### config.mk
export PLATFORM = sky130hd
export DESIGN_NAME = adc_capture_ctrl
export DESIGN_NICKNAME = d
export VERILOG_FILES = /design/src/rtl/adc_capture_ctrl_pkg.sv /design/src/rtl/adc_capture_timer.sv /design/src/rtl/adc_capture_ctrl.sv
export SDC_FILE = /design/constraint.sdc
export NUM_CORES = 1
export LEC_CHECK = 0
export CELL_PAD_IN_SITES_DETAIL_PLACEMENT = 1
export CELL_PAD_IN_SITES_GLOBAL_PLACEMENT = 1
export CORE_MARGIN = 8
export CORE_UTILIZATION = 41
export DETAILED_ROUTE_END_ITERATION = 10
export PLACE_DENSITY = 0.9
export SYNTH_ARGS = -nofsm -noshare
export SYNTH_HDL_FRONTEND = slang
export SYNTH_SLANG_ARGS = --single-unit
### constraint.sdc
create_clock -name wb_clk -period 3 [get_ports wb_clk]
set_clock_uncertainty 0.05 [all_clocks]
set_input_delay 0.3 -clock wb_clk [delete_from_list [all_inputs] [get_ports wb_clk]]
set_output_delay 0.3 -clock wb_clk [all_outputs]
set_load 0.005 [all_outputs]
### src/rtl/adc_capture_ctrl_pkg.sv
// adc_capture_ctrl_pkg: state encoding and fixed timing constants shared by the
// ADC capture sequencer and its bench.
package adc_capture_ctrl_pkg;

    // ADC ready path has a 3-stage synchronizer; one extra cycle of margin.
    localparam int FLUSH_CYCLES = 4;

    typedef enum logic [2:0] {
        ST_IDLE    = 3'd0,
        ST_ARM     = 3'd1,
        ST_CAPTURE = 3'd2,
        ST_FLUSH   = 3'd3,
        ST_DONE    = 3'd4
    } capture_state_t;

endpackage

### src/rtl/adc_capture_timer.sv
// adc_capture_timer: reloadable down-counter; expired is high once `cycles`
// run cycles have elapsed since the last reload.
module adc_capture_timer #(
    parameter int cycles = 4096
) (
    input  logic clk,
    input  logic rst_n,
    input  logic reload,
    input  logic run,
    output logic expired
);

    localparam int cw = $clog2(cycles + 1);
    localparam logic [cw-1:0] reload_val = cw'(cycles - 1);

    logic [cw-1:0] cnt;

    always_ff @(posedge clk or negedge rst_n) begin
        if (!rst_n) begin
            cnt <= '0;
        end else if (reload) begin
            cnt <= reload_val;
        end else if (run && cnt != '0) begin
            cnt <= cnt - 1'b1;
        end
    end

    assign expired = (cnt == '0);

endmodule

### src/rtl/adc_capture_ctrl.sv
// adc_capture_ctrl: drives the ADC enable and writes a programmed number of samples
// into the sample buffer. Optional macro ADC_CTRL_DECIMATE_EN adds the decim input.
module adc_capture_ctrl
    import adc_capture_ctrl_pkg::*;
#(
    parameter int dw             = 8,
    parameter int aw             = 10,
    parameter int timeout_cycles = 4096
) (
    input  logic           wb_clk,
    input  logic           wb_rst_n,
    input  logic           start,
    input  logic           abort,
    input  logic [aw:0]    sample_count,
    input  logic [aw-1:0]  base_addr,
    input  logic [dw-1:0]  adc_data,
    input  logic           adc_data_ready,
    output logic           adc_enable,
    output logic           buf_we,
    output logic [aw-1:0]  buf_addr,
    output logic [dw-1:0]  buf_wdata,
    output logic           busy,
    output logic           done,
    output logic           timeout_err,
    output logic [aw:0]    captured,
    output capture_state_t dbg_state
`ifdef ADC_CTRL_DECIMATE_EN
    ,
    input  logic [3:0]     decim
`endif
);

    // Buffer write port: buf_we is a one-cycle strobe with no back-pressure; the
    // buffer must take buf_addr/buf_wdata in every cycle buf_we is high.

    localparam logic [aw:0]   max_count  = {1'b1, {aw{1'b0}}};
    localparam int            fw         = $clog2(FLUSH_CYCLES);
    localparam logic [fw-1:0] flush_load = fw'(FLUSH_CYCLES - 1);

    capture_state_t state;
    logic [aw:0]    count_q;
    logic [aw:0]    count_clamped;
    logic [aw-1:0]  base_q;
    logic [fw-1:0]  flush_cnt;
    logic           completed;
    logic           take;
    logic           timer_reload;
    logic           timer_run;
    logic           timer_expired;

    assign count_clamped = (sample_count > max_count) ? max_count : sample_count;
    assign dbg_state     = state;

`ifdef ADC_CTRL_DECIMATE_EN
    logic [3:0] decim_q;
    logic [3:0] skip_cnt;

    // First strobe of a run is always written, then every (decim+1)th.
    assign take = adc_data_ready && (skip_cnt == 4'd0);

    always_ff @(posedge wb_clk or negedge wb_rst_n) begin
        if (!wb_rst_n) begin
            decim_q  <= 4'd0;
            skip_cnt <= 4'd0;
        end else if (state == ST_IDLE && start) begin
            decim_q  <= decim;
            skip_cnt <= 4'd0;
        end else if (state == ST_CAPTURE && adc_data_ready) begin
            skip_cnt <= (skip_cnt == 4'd0) ? decim_q : skip_cnt - 1'b1;
        end
    end
`else
    assign take = adc_data_ready;
`endif

    // Any strobe, written or not, proves the ADC is alive.
    assign timer_reload = (state == ST_ARM) || (state == ST_CAPTURE && adc_data_ready);
    assign timer_run    = (state == ST_CAPTURE);

    adc_capture_timer #(
        .cycles (timeout_cycles)
    ) u_timer (
        .clk     (wb_clk),
        .rst_n   (wb_rst_n),
        .reload  (timer_reload),
        .run     (timer_run),
        .expired (timer_expired)
    );

    always_ff @(posedge wb_clk or negedge wb_rst_n) begin
        if (!wb_rst_n) begin
            state       <= ST_IDLE;
            count_q     <= '0;
            base_q      <= '0;
            flush_cnt   <= '0;
            completed   <= 1'b0;
            adc_enable  <= 1'b0;
            buf_we      <= 1'b0;
            buf_addr    <= '0;
            buf_wdata   <= '0;
            busy        <= 1'b0;
            done        <= 1'b0;
            timeout_err <= 1'b0;
            captured    <= '0;
        end else begin
            buf_we <= 1'b0;
            done   <= 1'b0;
            case (state)
                ST_IDLE: begin
                    if (start) begin
                        if (sample_count == '0) begin
                            done <= 1'b1;
                        end else begin
                            count_q     <= count_clamped;
                            base_q      <= base_addr;
                            captured    <= '0;
                            timeout_err <= 1'b0;
                            completed   <= 1'b0;
                            busy        <= 1'b1;
                            state       <= ST_ARM;
                        end
                    end
                end
                ST_ARM: begin
                    if (abort) begin
                        flush_cnt <= flush_load;
                        state     <= ST_FLUSH;
                    end else begin
                        adc_enable <= 1'b1;
                        state      <= ST_CAPTURE;
                    end
                end
                ST_CAPTURE: begin
                    if (take) begin
                        buf_we    <= 1'b1;
                        buf_wdata <= adc_data;
                        buf_addr  <= base_q + captured[aw-1:0];
                        captured  <= captured + 1'b1;
                    end
                    // Abort wins over completion: a coincident final strobe is
                    // still written but the run does not report done.
                    if (abort) begin
                        adc_enable <= 1'b0;
                        flush_cnt  <= flush_load;
                        state      <= ST_FLUSH;
                    end else if (take && (captured + 1'b1) == count_q) begin
                        completed  <= 1'b1;
                        adc_enable <= 1'b0;
                        flush_cnt  <= flush_load;
                        state      <= ST_FLUSH;
                    end else if (!adc_data_ready && timer_expired) begin
                        timeout_err <= 1'b1;
                        adc_enable  <= 1'b0;
                        flush_cnt   <= flush_load;
                        state       <= ST_FLUSH;
                    end
                end
                ST_FLUSH: begin
                    if (flush_cnt == '0) begin
                        busy <= 1'b0;
                        if (completed) begin
                            done  <= 1'b1;
                            state <= ST_DONE;
                        end else begin
                            state <= ST_IDLE;
                        end
                    end else begin
                        flush_cnt <= flush_cnt - 1'b1;
                    end
                end
                ST_DONE: begin
                    state <= ST_IDLE;
                end
                default: begin
                    state <= ST_IDLE;
                end
            endcase
        end
    end

endmodule

==> metrics.md, run 1 <==
| Metric | Value |
|---|---|
| Post-DP Area | `roughly 0.0048 mm2` |
| Switch share | `between 30% and 40%` |
| Initial Utilization | `about two fifths` |
| Setup crit end | `flush_cnt[1]` |
| Largest area contributor in the netlist | `dfrtp_1` |
| Most common library cells after synthesis | `74 x dfrtp_1, 49 x nand2_1, 37 x o21ai_0` |
| Finished Layout Cells | `roughly 610` |
| RR Endpoint | `flush_cnt[1]` |
| Cts bufs inserted | `9` |
| Worst Path Max Fanout | `9` |
| Chip width | `roughly 110 um` |
| GR peak layer | `met2` |
| Period minus WS final | `about 2.7 ns` |
| Die Area | `about 0.013 mm2` |
| Routed Antenna Nets | `0` |
| Final Hold Viols | `0` |
| Hold Crit Class | `primary input to async pin` |
| Power per cell area | `approximately 900 mW/mm2` |
| Clk sink count | `74` |
| Worst Setup End Kind | `flip-flop` |
| Worst IR Drop VDD | `between 0.2 and 0.3 mV` |
| Setup TNS | `0 ns` |
| Root Buffer | `clkbuf_8` |
| Combinational power share | `between 40% and 50%` |
| Largest net degree at the start of global routing | `29` |
| Postcts setup bufs | `0` |
| Net switching power figure | `~1.7 mW` |
| Share of power burned in registers | `roughly 37%` |
| Synth Area per Inst | `a little under 10 um2` |
| Pre-antenna DRT Iters | `4` |
| WL/cell | `18.0 um` |
| Worst-Skew Late Latency | `between 0.3 and 0.4 ns` |
| Placed insts | `594` |
| CP Data Arrival Time | `between 2 and 3 ns` |
| RePlAce Congestion | `roughly 0.87` |
| Synth Instances | `400` |
| Core Util, Final | `approximately 53%` |
| First-pass GRT wire length | `18,400 um` |
| Most common cell in the netlist | `dfrtp_1` |
| DIE HEIGHT | `roughly 110 um` |
| Post_cts resized | `0` |
| H-tree Lvls | `3` |
| Fmax | `~360 MHz` |
| Tcrit/Tclk final | `91.4%` |
| Via count | `3,273` |
| Leak | `~2.1 nW` |
| Met3 usage | `4.48%` |
| Cells on worst reg2reg path | `7` |
| All-Layer GR Usage | `~18%` |
| Final slew viol count | `0` |
| Cell variety after synth | `50` |
| Worst Path Required | `3.19 ns` |
| Drt drc | `0` |
| Final nets | `520` |
| Post-synth top area share | `46.9%` |
| Unrepaired setup endpoints after global routing | `false` |
| Maxcap violations | `0` |
| Share of flip-flops with an asynchronous set or reset | `between 90% and 100%` |
| GR met1 Demand/Resource | `between 20% and 30%` |
| Top cells by area, synth | `dfrtp_1 47%, mux2_2 5.7%, o21ai_0 4.7%, nand2_1 4.7%, ha_1 3.8%` |
| Clock share of power | `between 10% and 20%` |
| Least-Margin Pin Slew | `around 0.61 ns` |
| Site Rows | `36` |
| DPL Wire Length | `8340 um` |
| Setup crit start | `captured[0]` |
| Yosys Warn Count | `0` |
| Design area | `just over 0.005 mm2` |
| I/O pins | `71` |
| Run status | `finished clean` |
| Vias in the first global route | `3,607` |
| Reg-to-reg startpoint | `captured[0]` |
| Port bufs | `70` |
| Post-synth EDFFs | `0` |
| Seq cells post-synth | `74` |
| Grt total ovfl | `0` |
| Setup CP Type | `flip-flop to flip-flop` |
| P_int | `about 2.9 mW` |
| Relative slew slack | `59.2%` |
| Antenna violations before repair | `0` |
| Top FF cell, synth | `dfrtp_1` |
| Area growth syn-to-layout | `27.9%` |
| R2R Setup Slk | `approximately 0.26 ns` |
| CTS tree | `yes` |
| Final setup violation count | `0` |
| DR vias/cell | `5.36` |
| Register area share after synthesis | `between 40 and 50%` |
| CTS clk-pin slew, worst paths | `approximately 0.080 ns` |
| Diodes inserted | `0` |
| Syn Nets | `approximately 450` |
| Clk buf depth | `2` |
| Startpoint Class | `flip-flop` |
| Iter 0 DRT Violations | `between 100 and 150` |
| Placeable Area | `roughly 0.0095 mm2` |
| Cell Area, Synth | `around 0.004 mm2` |
| Global Route met2 Usage | `around 30%` |
| Routed Wire Length | `11,000 um` |
| Layout cells sized above 1 | `between 10 and 15%` |
==> routing by layer <==
metal | vias to the layer above | part of all wire [%]
li1 | 1555 | -
met5 | - | 0
met4 | 0 | 1.2
met2 | 72 | 49
met3 | 10 | 4.9
met1 | 1636 | 45
==> worst min-delay path by stage <==
stage               cells after the start  slack (ns)           to   startpoint
floorplan                               0       -0.05   adc_enable     wb_rst_n
global placement                        1        0.28  buf_addr[2]     wb_rst_n
detailed placement                      1        0.29  buf_addr[2]     wb_rst_n
CTS                                     2        0.44  buf_addr[2]     wb_rst_n
global route                            2        0.47  buf_addr[6]  buf_addr[6]
finish                                  2        0.44  buf_addr[2]     wb_rst_n
==> layout by cell type (no fill, tap or decap), types with 3 or more instances in the layout <==
cell	synthesis	final
or3_1	6	6
inv_1	13	13
nor4_1	8	8
nand3b_1	3	3
xor2_1	13	13
ha_1	12	12
o21a_1	6	6
or3_4	3	3
o21ai_0	37	37
and3_1	4	4
nand2b_1	11	11
mux2i_1	5	5
a211oi_1	3	3
nor3_1	11	11
xnor2_1	17	17
mux2_2	20	20
or2_2	3	3
dfrtp_1	74	74
nand2_1	49	49
buf_4	0	9
nor2_1	20	20
nor4b_1	3	3
o31ai_1	3	3
nand3_1	11	11
clkdlybuf4s50_1	0	69
clkbuf_8	0	11
a21o_1	4	4
a21oi_1	8	8
nand4_1	4	4
nor2b_1	5	5
==> worst max-delay path, stage by stage (launching register included) <==
cell and delay, ns:
dfrtp_1 0.48, ha_1 0.37, xor2_1 0.17, a2111o_1 0.34, a2111oi_0 0.40, o2111ai_1 0.27
o22ai_2 0.20, mux2_1 0.35
==> cells by family after synthesis <==
logic type	after synthesis	synth area share, %
AND/OR/NAND/NOR	145	18.6
AO/OA/AOI/OAI	80	13.0
flip-flops	74	46.9
buffers and inverters	31	3.01
XOR/XNOR	30	6.65
multiplexers	27	7.54
adder cells (fa/ha/maj)	13	4.31
==> area by class of cell <==
| class | count | area, um2 |
|---|---|---|
| Clock buffer | 12 | 155 |
| Clock inverter | 4 | 73.8 |
| Multi-Input combinational cell | 295 | 1980 |
| Tap cell | 133 | 166 |
| Fill cell | 1065 | 4500 |
| Inverter | 13 | 48.8 |
| Sequential cell | 74 | 1850 |
| Timing Repair Buffer | 80 | 773 |
==> metrics by stage <==
| step | power [mW] | hold slack, ns | setup WS [ns] |
|---|---|---|---|
| final | 4.56 | 0.437 | 0.258 |
| after global routing | 4.90 | 0.475 | 0.0442 |
| after CTS | 4.62 | 0.437 | 0.209 |
| after global placement | 3.55 | 0.285 | 0.336 |
| after detailed placement | 3.70 | 0.288 | 0.242 |
| after floorplan | 2.82 | -0.0456 | 0.534 |
==> sequential cells by signal (all words and copies together) (netlist names) <==
signal / cells
buf_wdata: 8
base_q: 10
timeout_err: 1
busy: 1
completed: 1
done: 1
flush_cnt: 2
captured: 11
count_q: 11
dbg_state: 3
buf_we: 1
buf_addr: 10
adc_enable: 1
u_timer.cnt: 13
==> power groups by stage <==
| stage | clock [mW] | combinational (mW) | sequential, mW |
|---|---|---|---|
| 4_1_cts | 0.921 | 2.02 | 1.68 |
| 3_5_place_dp | 0 | 2.00 | 1.70 |
| 5_1_grt | 0.962 | 2.21 | 1.73 |
| 3_3_place_gp | 0 | 1.89 | 1.66 |
| 6_report | 0.899 | 1.99 | 1.67 |
| 2_1_floorplan | 0 | 1.25 | 1.57 |
==> timing repair <==
item                                   in CTS  in global routing
setup endpoints to repair                   0                  0
hold buffers                                1                  0
endpoints found under the hold margin      23                  0
(Power assumes the default switching activity.)
==> inputs of run 2 (changes only) <==
--- a/config.mk
+++ b/config.mk
@@ -10,7 +10,9 @@
 export CORE_MARGIN = 8
 export CORE_UTILIZATION = 41
 export DETAILED_ROUTE_END_ITERATION = 10
+export HOLD_SLACK_MARGIN = 0.12
 export PLACE_DENSITY = 0.9
 export SYNTH_ARGS = -nofsm -noshare
 export SYNTH_HDL_FRONTEND = slang
 export SYNTH_SLANG_ARGS = --single-unit
+export TNS_END_PERCENT = 1
==> results of run 2 <==
Same layout as run 1: the final DEF is identical, and so are final timing and power.
==> inputs of run 3 (changes only) <==
--- a/config.mk
+++ b/config.mk
@@ -7,7 +7,6 @@
 export LEC_CHECK = 0
 export CELL_PAD_IN_SITES_DETAIL_PLACEMENT = 1
 export CELL_PAD_IN_SITES_GLOBAL_PLACEMENT = 1
-export CORE_MARGIN = 8
 export CORE_UTILIZATION = 41
 export DETAILED_ROUTE_END_ITERATION = 10
 export HOLD_SLACK_MARGIN = 0.12
==> run 3 against run 2 <==
Via count grew 0.67%; non-clock buffer count up 1; global-route usage grew 5.3 points; routed wire length decreased by 2.2%; count of clock-buffer cells in the layout fell by 3.
==> metrics.md, run 3 (synthesis results as in run 1) <==
| Metric | Value |
|---|---|
| Core Util, Final | `54.7% (+1.8 points)` |
| Area occupied by registers | `0.00185 mm2 (unchanged)` |
| Worst Path Required | `3.18 ns (about the same)` |
| DPL Wire Length | `7900 um (-5.3%)` |
| Diodes inserted | `0 (unchanged)` |
| Area growth syn-to-layout | `28.6%` |
| Antenna violations before repair | `0 (unchanged)` |
| Finished Layout Cells | `606 (-0.82%)` |
| Most frequent cells in the layout | `74 x dfrtp_1, 69 x clkdlybuf4s50_1, 49 x nand2_1` |
| Commonest non-fill, non-tap cell in the layout | `dfrtp_1` |
| RePlAce Congestion | `0.894 (+2.8%)` |
| Hold path cells | `2` |
| Worst IR Drop VDD | `0.320 mV (+13%)` |
| First-pass GRT wire length | `17,900 um (-2.7%)` |
| Least-Margin Pin Slew | `0.729 ns (+0.117 ns)` |
| Startpoint Class | `flip-flop` |
| Layout cells sized above 1 | `11.3% (+0.024 points)` |
| Initial Utilization | `42.5% (+1.2 points)` |
| Worst slack, placed | `0.301 ns (+0.0594 ns)` |
| Setup CP Type | `flip-flop to flip-flop` |
| Leak | `2.09 nW (+0.64%)` |
| Fmax | `362 MHz (-0.87%)` |
| Postcts setup bufs | `0 (unchanged)` |
| Final Hold Viols | `0 (unchanged)` |
| Cts bufs inserted | `9 (unchanged)` |
| Multi-input gate area | `0.00198 mm2 (unchanged)` |
| Setup TNS | `0 ns (unchanged)` |
| Site Rows | `35 (-2.8%)` |
| Final setup violation count | `0 (unchanged)` |
| Period minus WS final | `2.77 ns (+0.0241 ns)` |
| CTS tree | `yes` |
| Pre-antenna DRT Iters | `6 (+2)` |
| Die Area | `0.0100 mm2 (-23%)` |
| R2R Setup Slk | `0.23 ns (-0.02 ns)` |
| All-Layer GR Usage | `23.1% (+5.3 points)` |
| Setup ws final | `0.234 ns (-0.0241 ns)` |
| Tcrit/Tclk final | `92.2% (+0.80 points)` |
| Chip width | `100 um (-12%)` |
| Layout fillers | `1,041 (-2.3%)` |
| Maxcap violations | `0 (unchanged)` |
| Root Buffer | `clkbuf_8` |
| Largest net degree at the start of global routing | `34 (+17%)` |
| DIE HEIGHT | `100 um (-12%)` |
| Final nets | `521 (+0.19%)` |
| Run status | `finished clean` |
| CP Data Arrival Time | `2.95 ns (+0.02 ns)` |
| Vias in the first global route | `3,499 (-3.0%)` |
| Most flop-heavy register | `u_timer.cnt` |
| Hold Crit Class | `flip-flop to flip-flop` |
| Relative slew slack | `51.4% (-7.8 points)` |
| DR vias/cell | `5.44 (+1.5%)` |
| Largest registers | `u_timer.cnt x13, captured x11, count_q x11` |
| Unrepaired setup endpoints after global routing | `false` |
| Clk sink count | `74 (unchanged)` |
| Grt total ovfl | `0 (unchanged)` |
| Via count | `3,295 (+0.67%)` |
| Placeable Area | `0.00928 mm2 (-2.8%)` |
| Max FFs per register | `13 (unchanged)` |
| CTS clk-pin slew, worst paths | `0.08 ns (about the same)` |
| Worst Path Max Fanout | `8 (-1)` |
| Placed insts | `591 (-0.51%)` |
| WL/cell | `17.8 um (-1.4%)` |
| Worst Setup End Kind | `flip-flop` |
| Clk buf depth | `2 (unchanged)` |
| Worst-Skew Late Latency | `0.35 ns (about the same)` |
| I/O pins | `71 (unchanged)` |
| Routed Wire Length | `10,800 um (-2.2%)` |
| Routed Antenna Nets | `0 (unchanged)` |
| Power per cell area | `925 mW/mm2 (+2.5%)` |
| Cells on worst reg2reg path | `7 (unchanged)` |
| Port bufs | `70 (unchanged)` |
| Final hold slack | `0.434 ns (-0.00328 ns)` |
| Drt drc | `0 (unchanged)` |
| H-tree Lvls | `3 (unchanged)` |
| Final slew viol count | `0 (unchanged)` |
| Iter 0 DRT Violations | `151 (+21%)` |
-- run 3: cell type report --
type,instances,area share [%]
Clock buffer,9,2.44
Clock inverter,5,2.54
Inverter,13,0.961
Multi-Input combinational cell,295,39.0
Sequential cell,74,36.5
Tap cell,129,3.18
Timing Repair Buffer,81,15.4
-- run 3: metal layers --
layer / share of wire, % / vias to the layer above / global-route usage [%]
li1: - / 1567 / -
met4: 1.4 / 0 / 7.69
met5: 0 / - / 0
met3: 3.9 / 17 / 3.34
met1: 45 / 1623 / 30.0
met2: 49 / 88 / 39.6
-- run 3: final timing paths --
path	from	endpoint
worst max-delay path	captured[1]	flush_cnt[0]
worst min register to register	buf_addr[3]	buf_addr[3]
max in group asynchronous	wb_rst_n	count_q[7]
worst min-delay path	buf_addr[3]	buf_addr[3]
worst max register to register	captured[1]	flush_cnt[0]
min in group asynchronous	wb_rst_n	buf_wdata[6]
-- run 3: metrics by stage --
stage               power, mW  instance area (um2)
global route             5.04                 5080
finish                   4.70                 5080
detailed placement       3.69                 4820
global placement         3.55                 4820
floorplan                2.82                 3950
CTS                      4.74                 5080
-- run 3: critical path, stage by stage, from the launching register on --
cell	delay [ns]
dfrtp_1	0.46
ha_1	0.34
xor2_1	0.18
a2111o_1	0.34
a2111oi_0	0.40
o2111ai_1	0.29
o22ai_2	0.23
mux2_1	0.36
-- run 3: what timing repair did --
| item | 4_1_cts | 5_1_grt |
|---|---|---|
| gates resized for setup | 0 | 0 |
| endpoints found under the hold margin | 31 | 0 |
| hold buffers | 1 | 0 |
-- run 3: report_power, final --
part           switching (mW)  leakage [nW]  internal (mW)  total, mW
combinational           0.984          1.08           1.03       2.02
clock                   0.383         0.125          0.629       1.01
sequential              0.329         0.888           1.34       1.67
total                    1.70          2.09           3.00       4.70
